## config.mk

```make
export PLATFORM = sky130hd
export DESIGN_NAME = imem_loader
export DESIGN_NICKNAME = d
export VERILOG_FILES = /design/src/rtl/imem_loader_pkg.sv /design/src/rtl/imem_loader_byte_packer.sv /design/src/rtl/imem_loader.sv
export SDC_FILE = /design/constraint.sdc
export NUM_CORES = 1
export LEC_CHECK = 0
export BUFFER_PORTS_ARGS = -buffer_cell sky130_fd_sc_hd__buf_4
export CAP_MARGIN = 5
export CORE_AREA = 2 2 110 112
export CTS_BUF_LIST = sky130_fd_sc_hd__clkbuf_8
export DETAILED_ROUTE_END_ITERATION = 7
export DIE_AREA = 0 0 112 114
export GPL_ROUTABILITY_DRIVEN = 0
export PLACE_DENSITY = 0.7
export SKIP_LAST_GASP = 1
export SLEW_MARGIN = 20
export SYNTH_ARGS = -nofsm -noshare
export SYNTH_HDL_FRONTEND = slang
export SYNTH_SLANG_ARGS = --single-unit
```

## constraint.sdc

```tcl
create_clock -name i_clk -period 2.9 [get_ports i_clk]
set_clock_uncertainty 0.05 [all_clocks]
set_input_delay 0.58 -clock i_clk [delete_from_list [all_inputs] [get_ports i_clk]]
set_output_delay 0.58 -clock i_clk [all_outputs]
set_load 0.01 [all_outputs]
```

## src/rtl/imem_loader_pkg.sv

```systemverilog
// ------------------------------------------------------------------------
// imem_loader_pkg : loader state encoding and instruction-memory geometry
// Rev 1.0
// ------------------------------------------------------------------------
`default_nettype none

package imem_loader_pkg;

  localparam int IMEM_DEPTH   = 2048;
  localparam int IMEM_BYTE_AW = 13;

  typedef enum logic [2:0] {
    IDLE = 3'd0,
    HDR  = 3'd1,
    DATA = 3'd2,
    CHK  = 3'd3,
    DONE = 3'd4,
    ERR  = 3'd5
  } state_t;

endpackage

`default_nettype wire

```

## src/rtl/imem_loader_byte_packer.sv

```systemverilog
// ------------------------------------------------------------------------
// byte_packer : lane counter and little-endian 32-bit word assembler
// Rev 1.0
// ------------------------------------------------------------------------
`default_nettype none

module byte_packer (
  input  logic        clk,
  input  logic        rst_n,
  input  logic        clear,
  input  logic        byte_valid,
  input  logic [7:0]  byte_in,
  output logic [31:0] word,
  output logic        word_valid
);

  logic [1:0]  lane;
  logic [23:0] partial;

  always_ff @(posedge clk or negedge rst_n) begin
    if (!rst_n) begin
      lane    <= 2'd0;
      partial <= 24'd0;
    end else if (clear) begin
      lane    <= 2'd0;
      partial <= 24'd0;
    end else if (byte_valid) begin
      lane <= lane + 2'd1;
      case (lane)
        2'd0:    partial[7:0]   <= byte_in;
        2'd1:    partial[15:8]  <= byte_in;
        2'd2:    partial[23:16] <= byte_in;
        default: partial        <= 24'd0;
      endcase
    end
  end

  // Completed word is presented in the same cycle as its lane-3 byte.
  assign word       = {byte_in, partial};
  assign word_valid = byte_valid && (lane == 2'd3);

endmodule

`default_nettype wire

```

## src/rtl/imem_loader.sv

```systemverilog
// ------------------------------------------------------------------------
// imem_loader : framed byte-stream loader driving the instruction memory
// Optional IMEM_LOADER_CHECKSUM_EN adds a summed trailer check. Rev 1.0
// ------------------------------------------------------------------------
`default_nettype none

module imem_loader
  import imem_loader_pkg::*;
#(
  parameter int DEPTH = IMEM_DEPTH,
  parameter int CNT_W = 12
) (
  input  logic             i_clk,
  input  logic             i_rst_n,
  input  logic             i_start,
  input  logic [7:0]       i_rx_data,
  input  logic             i_rx_valid,
  output logic             o_rx_ready,
  output logic             o_mem_we,
  output logic [31:0]      o_mem_addr,
  output logic [31:0]      o_mem_data,
  output logic             o_busy,
  output logic             o_done,
  output logic             o_err,
  output logic [CNT_W-1:0] o_words
);

  state_t           state, state_nxt;
  logic             accept, start_ok, word_valid;
  logic [31:0]      word;
  logic [CNT_W-1:0] n_words, words_inc;

  assign accept    = i_rx_valid && o_rx_ready;
  assign start_ok  = i_start && (state inside {IDLE, DONE, ERR});
  assign words_inc = o_words + {{(CNT_W-1){1'b0}}, 1'b1};

  byte_packer u_packer (
    .clk        (i_clk),
    .rst_n      (i_rst_n),
    .clear      (start_ok),
    .byte_valid (accept),
    .byte_in    (i_rx_data),
    .word       (word),
    .word_valid (word_valid)
  );

`ifdef IMEM_LOADER_CHECKSUM_EN
  localparam state_t LAST_ST = CHK;
  logic [31:0] sum;

  always_ff @(posedge i_clk or negedge i_rst_n) begin
    if (!i_rst_n) begin
      sum <= 32'd0;
    end else if (start_ok) begin
      sum <= 32'd0;
    end else if (word_valid && state == DATA) begin
      sum <= sum + word;
    end
  end
`else
  localparam state_t LAST_ST = DONE;
`endif

  always_ff @(posedge i_clk or negedge i_rst_n) begin
    if (!i_rst_n) begin
      state <= IDLE;
    end else begin
      state <= state_nxt;
    end
  end

  always_comb begin
    state_nxt  = state;
    o_rx_ready = 1'b0;
    o_busy     = 1'b0;
    o_done     = 1'b0;
    o_err      = 1'b0;
    case (state)
      IDLE: begin
        if (i_start) state_nxt = HDR;
      end
      HDR: begin
        o_rx_ready = 1'b1;
        o_busy     = 1'b1;
        if (word_valid) begin
          if (word > 32'(DEPTH))  state_nxt = ERR;
          else if (word == 32'd0) state_nxt = LAST_ST;
          else                    state_nxt = DATA;
        end
      end
      DATA: begin
        o_rx_ready = 1'b1;
        o_busy     = 1'b1;
        if (word_valid && words_inc == n_words) state_nxt = LAST_ST;
      end
`ifdef IMEM_LOADER_CHECKSUM_EN
      CHK: begin
        o_rx_ready = 1'b1;
        o_busy     = 1'b1;
        if (word_valid) state_nxt = (word == sum) ? DONE : ERR;
      end
`endif
      DONE: begin
        o_done = 1'b1;
        if (i_start) state_nxt = HDR;
      end
      ERR: begin
        o_err = 1'b1;
        if (i_start) state_nxt = HDR;
      end
      default: state_nxt = IDLE;
    endcase
  end

  // Header fits CNT_W once it has passed the DEPTH check, so only low bits are kept.
  always_ff @(posedge i_clk or negedge i_rst_n) begin
    if (!i_rst_n) begin
      n_words    <= '0;
      o_words    <= '0;
      o_mem_we   <= 1'b0;
      o_mem_addr <= 32'd0;
      o_mem_data <= 32'd0;
    end else begin
      o_mem_we <= 1'b0;
      if (start_ok) begin
        n_words <= '0;
        o_words <= '0;
      end else if (word_valid && state == HDR) begin
        n_words <= word[CNT_W-1:0];
      end else if (word_valid && state == DATA) begin
        o_mem_we   <= 1'b1;
        o_mem_data <= word;
        o_mem_addr <= {{(30-CNT_W){1'b0}}, o_words, 2'b00};
        o_words    <= words_inc;
      end
    end
  end

endmodule

`default_nettype wire

```

==> results of run 1 <==
[flip-flops by register name, indices dropped and copies added (netlist names)]
register	flops
u_packer.partial	24
o_words	12
state	3
n_words	12
o_mem_data	32
o_mem_addr	12
u_packer.lane	2
o_mem_we	1
[final cells by class]
cell class,count,area [sq um]
fillers,1139,6290
clock inverters,7,75.1
repair buffers,78,598
multi-input cells,367,1950
flip-flops and latches,98,2450
clock buffers,9,124
well taps,147,184
inverters,8,30.0
[critical path: cells and delay by family, from the launching register on]
family / cells / cell delay [ps]
simple gates: 4 / 890
compound gates: 2 / 640
flops: 1 / 630
[synthesized netlist by cell type (2+ instances only)]
master    instances  share of area, %
buf_2             5              0.54
nor2_1           37               3.0
nand3_1          15               1.6
xnor2_1           8               1.5
xor2_1            6               1.1
buf_6             2              0.49
nor2b_1           3              0.40
o211ai_1          2              0.32
nand2_1         152                12
o21ai_0          13               1.4
mux2i_1          13               2.8
a21oi_1          14               1.5
ha_1              6               1.6
clkbuf_1         19               1.5
or3_1             3              0.40
nand4_1           4              0.54
a211oi_1          2              0.32
and3_1            2              0.27
nor4_1            9               1.2
o21ai_1           2              0.22
o31ai_1           4              0.65
nand2b_1          5              0.67
o41ai_1           2              0.38
buf_4            22               3.6
a22o_1           17               3.2
and2_1            5              0.67
nor3_1            6              0.65
inv_1             7              0.57
dfrtp_1          98                53
nand3b_1          2              0.32
[metal layers]
metal,vias to the layer above,part of all wire [%],GRT usage [%],wire length (microns)
li1,1750,-,-,-
met1,1770,46,24.3,4900
met2,113,48,28.8,5180
met3,8,5.4,3.67,584
met4,0,0.79,4.31,85
met5,-,0,0,0
[cell families after synthesis]
group | Yosys count | share of synthesized area, %
AND/OR/NAND/NOR | 253 | 24.2
flip-flops | 98 | 52.8
XOR/XNOR | 14 | 2.64
adder cells (fa/ha/maj) | 6 | 1.62
AO/OA/AOI/OAI | 61 | 9.03
other | 1 | 0.0808
buffers and inverters | 56 | 6.77
multiplexers | 13 | 2.80
[metrics by stage]
stage	utilization (%)	total power, mW	instances	setup slack [ps]
finish	46.3	3.75	714	598
global route	46.3	4.02	714	419
floorplan	-	2.58	521	875
detailed placement	44.6	2.87	698	630
CTS	46.3	3.79	714	623
global placement	44.6	2.84	698	692
[where the power goes]
| part | leakage, nW | internal, mW | switching, mW |
|---|---|---|---|
| Clock | 0.105 | 0.409 | 0.500 |
| Sequential | 1.35 | 1.60 | 0.258 |
| Combinational | 1.38 | 0.433 | 0.550 |
[how the worst max path moves through the flow]
stage,to,slack (ps)
finish,state[1]$_DFFE_PN0P_,600
global route,state[1]$_DFFE_PN0P_,420
CTS,state[1]$_DFFE_PN0P_,620
detailed placement,state[1]$_DFFE_PN0P_,630
global placement,state[1]$_DFFE_PN0P_,690
floorplan,state[1]$_DFFE_PN0P_,880
==> out/metrics.yaml, run 1 <==
outcome:
  status: "finished, final reports clean"
finish:
  final_common_cell: "nand2_1"
  final_nets: 580
  antenna_cells: 0
  final_cell_mix: "nand2_1 (152), dfrtp_1 (98), buf_4 (77)"
  drive_gt1_share_pct: 18.2
  stdcell_area_sq_um: 5420
  area_growth_pct: 16.7
global_routing:
  antenna_found_initial: 0
  grt_pass1_vias: 3595
  grt_use_total_pct: 17.6
  grt-ovfl-total: 0
  grt_pass1_wl_microns: 18100
  grt_max_degree: 63
worst_setup_path:
  crit_path_max_incr_delay_ps: 630
  path_cells: "nand4_4 -> or2_0 -> o41a_1 -> nor4_2 -> nand4_1 -> a22o_1"
  critPathArrivalTime_ps: 2520
  reg2reg_from: "o_words[4]$_DFFE_PN0P_"
  worstPathMaxFanout: 11
  rrSetupSlack_ps: 600
  path_class: "register to register"
  reg2reg_depth: 6
  crit_required_ps: 3120
  slowest_stage: "dfrtp_1"
  end_kind: "register"
  crit-reg2reg-capture: "state[1]$_DFFE_PN0P_"
  worstSetupStartpointType: "register"
  cp-startpoint: "o_words[4]$_DFFE_PN0P_"
logic_synthesis:
  yosys_warnings: 0
  seq_area_frac_synth_pct: 52.8
  syn_area_per_cell_sq_um: 9.25
  synthArstFlopShare_pct: 100
  ys.flop_type: "dfrtp_1"
  synthCells: 502
  synth_cell_type_count: 47
  synth-edff-count: 0
  ys_ff_latch: 98
  syn_area_sq_um: 4640
detailed_routing:
  vias: 3641
  viasPerCell: 5.10
  drc: 0
  dr.pass1.iters: 4
  ant_nets: 0
  drt_iter0_markers: 207
  wl_per_cell_microns: 15.1
  drt_wl_total_microns: 10700
worst_hold_path:
  hold_class: "input port to asynchronous set/reset pin"
power_and_ir_drop:
  max-vdd-ir-drop_uv: 311
  p_per_area_nw_per_um2: 693
  p_leak_nw: 2.83
floorplan:
  fp.coreArea_sq_um: 11700
  die_y_microns: 114
  ios: 93
  start_util_pct: 39.6
  die_x_microns: 112
  rows: 40
  dieArea_sq_um: 12800
timing:
  setup-tns-final_ps: 0
  drv_slew: 0
  worstMarginPinSlew_ps: 701
  rsz0062_at_grt: "no"
  setup_viol: 0
  slew_headroom_pct: 53.1
  hold_ws_ps: 119
  hold_viol: 0
  period_share_pct: 79.4
  clock.fmax_mhz: 434
  finalCriticalPeriod_ps: 2300
cts:
  clock_sinks: 98
  htree_levels: 3
  hold_buffers: 0
  clock_latency_ps: 370
  clk_path_buf_depth: 2
  root_buffer: "clkbuf_8"
  post_cts_resized: 0
  numCtsBuffers: 9
  postCtsSetupRepairBufs: 0
  clk_pin_slew_ps: 100
  tritoncts: "done"
run:
  cap_violations: 0
place:
  place_area_sq_um: 5220
  port_buffers: 72
  dp_hpwl_microns: 7590
Note: power is estimated with default switching activity, not from simulation.
==> inputs of run 2 (changes only) <==
Settings changed: PLACE_DENSITY 0.7 to 0.73.
Clock period 2.9 ns to 2.1 ns, I/O delays scaled along.
==> out/metrics.yaml, run 2 (synthesized netlist as in run 1, its figures left out) <==
place:
  dpl.cell_count: 719  # +3.0%
  port_buffers: 72  # unchanged
  dp_hpwl_microns: 8290  # +9.2%
cts:
  clk_path_buf_depth: 2  # unchanged
  numCtsBuffers: 9  # unchanged
  htree_levels: 3  # unchanged
  tritoncts: "done"
  root_buffer: "clkbuf_8"
  clock_sinks: 98  # unchanged
  clk_pin_slew_ps: 90  # about the same
  hold_buffers: 0  # unchanged
  clock_latency_ps: 370  # about the same
floorplan:
  start_util_pct: 39.6  # unchanged
  die_x_microns: 112  # unchanged
  ios: 93  # unchanged
  dieArea_sq_um: 12800  # unchanged
  rows: 40  # unchanged
  die_y_microns: 114  # unchanged
  fp.coreArea_sq_um: 11700  # unchanged
finish:
  final_cell_mix: "nand2_1 (152), buf_4 (96), dfrtp_1 (94)"
  antenna_cells: 0  # unchanged
  final_common_cell: "nand2_1"
  final_nets: 601  # +3.6%
  fillCellCount: 1116  # -2.0%
  drive_gt1_share_pct: 22.3  # +4.2 points
  layout.cells.non_filler: 734  # +2.8%
  largest_register_ffs: 32  # unchanged
  multi_input_area_sq_um: 1960  # +0.38%
  area_growth_pct: 20.1
  biggestRegsByFlops: "o_mem_data (32), u_packer.partial (24)"
  seq_area_sq_um: 2460  # +0.20%
  top_register: "o_mem_data"
power_and_ir_drop:
  p_per_area_nw_per_um2: 924  # +33%
  p_leak_nw: 2.92  # +3.1%
  power.total_mw: 5.15  # +37%
  max-vdd-ir-drop_uv: 406  # +31%
timing:
  period_share_pct: 98.5  # +19 points
  drv_slew: 0  # unchanged
  setup_viol: 0  # unchanged
  slew_headroom_pct: 60.6  # +7.5 points
  finalCriticalPeriod_ps: 2070  # -234 ps
  setup-tns-final_ps: 0  # unchanged
  clock.fmax_mhz: 484  # +11%
  worstMarginPinSlew_ps: 589  # -112 ps
  hold_viol: 0  # unchanged
  rsz0062_at_grt: "yes"
detailed_routing:
  viasPerCell: 5.19  # +1.7%
  drt_wl_total_microns: 11500  # +7.0%
  vias: 3806  # +4.5%
  drc: 0  # unchanged
  dr.pass1.iters: 4  # unchanged
  drt_iter0_markers: 265  # +28%
  ant_nets: 0  # unchanged
  wl_per_cell_microns: 15.7  # +4.1%
global_routing:
  grt_pass1_wl_microns: 18800  # +4.2%
  grt-ovfl-total: 0  # unchanged
  grt_pass1_vias: 3744  # +4.1%
  busiest_layer: "met2"
  gr-usage-met2_pct: 30.1  # +1.3 points
  antenna_found_initial: 0  # unchanged
  use_met1_pct: 24.9  # +0.60 points
  grt_use_met3_pct: 3.93  # +0.27 points
  grt_use_total_pct: 18.5  # +0.88 points
  grt_max_degree: 45  # -29%
worst_setup_path:
  path_class: "register to register"
  worstPathMaxFanout: 9  # -2
  end_kind: "register"
  crit_required_ps: 2320  # -800 ps
  worstSetupStartpointType: "register"
  critPathArrivalTime_ps: 2290  # -230 ps
run:
  cap_violations: 0  # unchanged
outcome:
  status: "finished, final reports clean"
worst_hold_path:
  hold_class: "input port to asynchronous set/reset pin"
run 2: cell count changes in the layout (fill, tap and decap cells not counted), sizes merged:
cell and delta:
buf +21, bufinv -1, clkbuf +1, clkinv +2, clkinvlp +1, inv -4
run 2: path summary, 6_finish.rpt:
| check | start | end | slack, ps | cells past startpoint |
|---|---|---|---|---|
| hold / removal | i_rst_n | o_words[8]$_DFFE_PN0P_ | 2 | 1 |
| setup reg to reg | o_words[0]$_DFFE_PN0P_ | state[1]$_DFFE_PN0P_ | 30 | 6 |
| hold reg to reg | o_mem_addr[11]$_DFFE_PN0P_ | o_mem_addr[11]$_DFFE_PN0P_ | 430 | 2 |
| setup / recovery | o_words[0]$_DFFE_PN0P_ | state[1]$_DFFE_PN0P_ | 30 | 6 |
| min in group i_clk | i_start | state[2]$_DFFE_PN0P_ | 240 | 2 |
| max in group asynchronous | i_rst_n | u_packer.partial[21]$_DFFE_PN0P_ | 1370 | 2 |
run 2: what timing repair did:
| action | 4_1_cts | 5_1_grt |
|---|---|---|
| pin swaps | 0 | 0 |
| gates resized for setup | 2 | 7 |
| buffers inserted | 0 | 0 |
| endpoints found under the setup margin | 1 | 24 |
run 2: area by class of cell:
type / instances / area share, %
clock inverters: 5 / 0.561
well taps: 147 / 3.30
flip-flops and latches: 98 / 44.1
inverters: 8 / 0.539
clock buffers: 10 / 2.47
repair buffers: 99 / 13.9
multi-input cells: 367 / 35.2
run 2: power breakdown:
group | internal [mW] | switching [mW] | leakage (nW)
Clock | 0.452 | 0.648 | 0.0879
Sequential | 2.21 | 0.370 | 1.34
Combinational | 0.654 | 0.810 | 1.49
run 2: layer usage:
layer  up-vias  share of wire, %
met5         -                 0
met4         0               1.6
met3        17               5.5
met2       104                47
met1      1885                46
li1       1800                 -
run 2: worst max-delay path, cell delays in order (launching register included):
cell     delay [ps]
dfrtp_2         470
nand3_2         120
or4_1           540
o311a_1         160
nor4_2          320
nand4_1         130
a22o_1          190
run 2: metrics by stage:
stage / instance area (sq um) / hold slack [ps] / utilization, % / setup WS (ps)
after floorplan: 4710 / 74.4 / - / 75.3
after global placement: 5390 / 409 / 46.0 / 66.2
after detailed placement: 5390 / 414 / 46.0 / -43.4
after CTS: 5560 / 4.71 / 47.5 / 1.02
after global routing: 5570 / 22.8 / 47.6 / -76.1
final: 5570 / 2.25 / 47.6 / 31.9
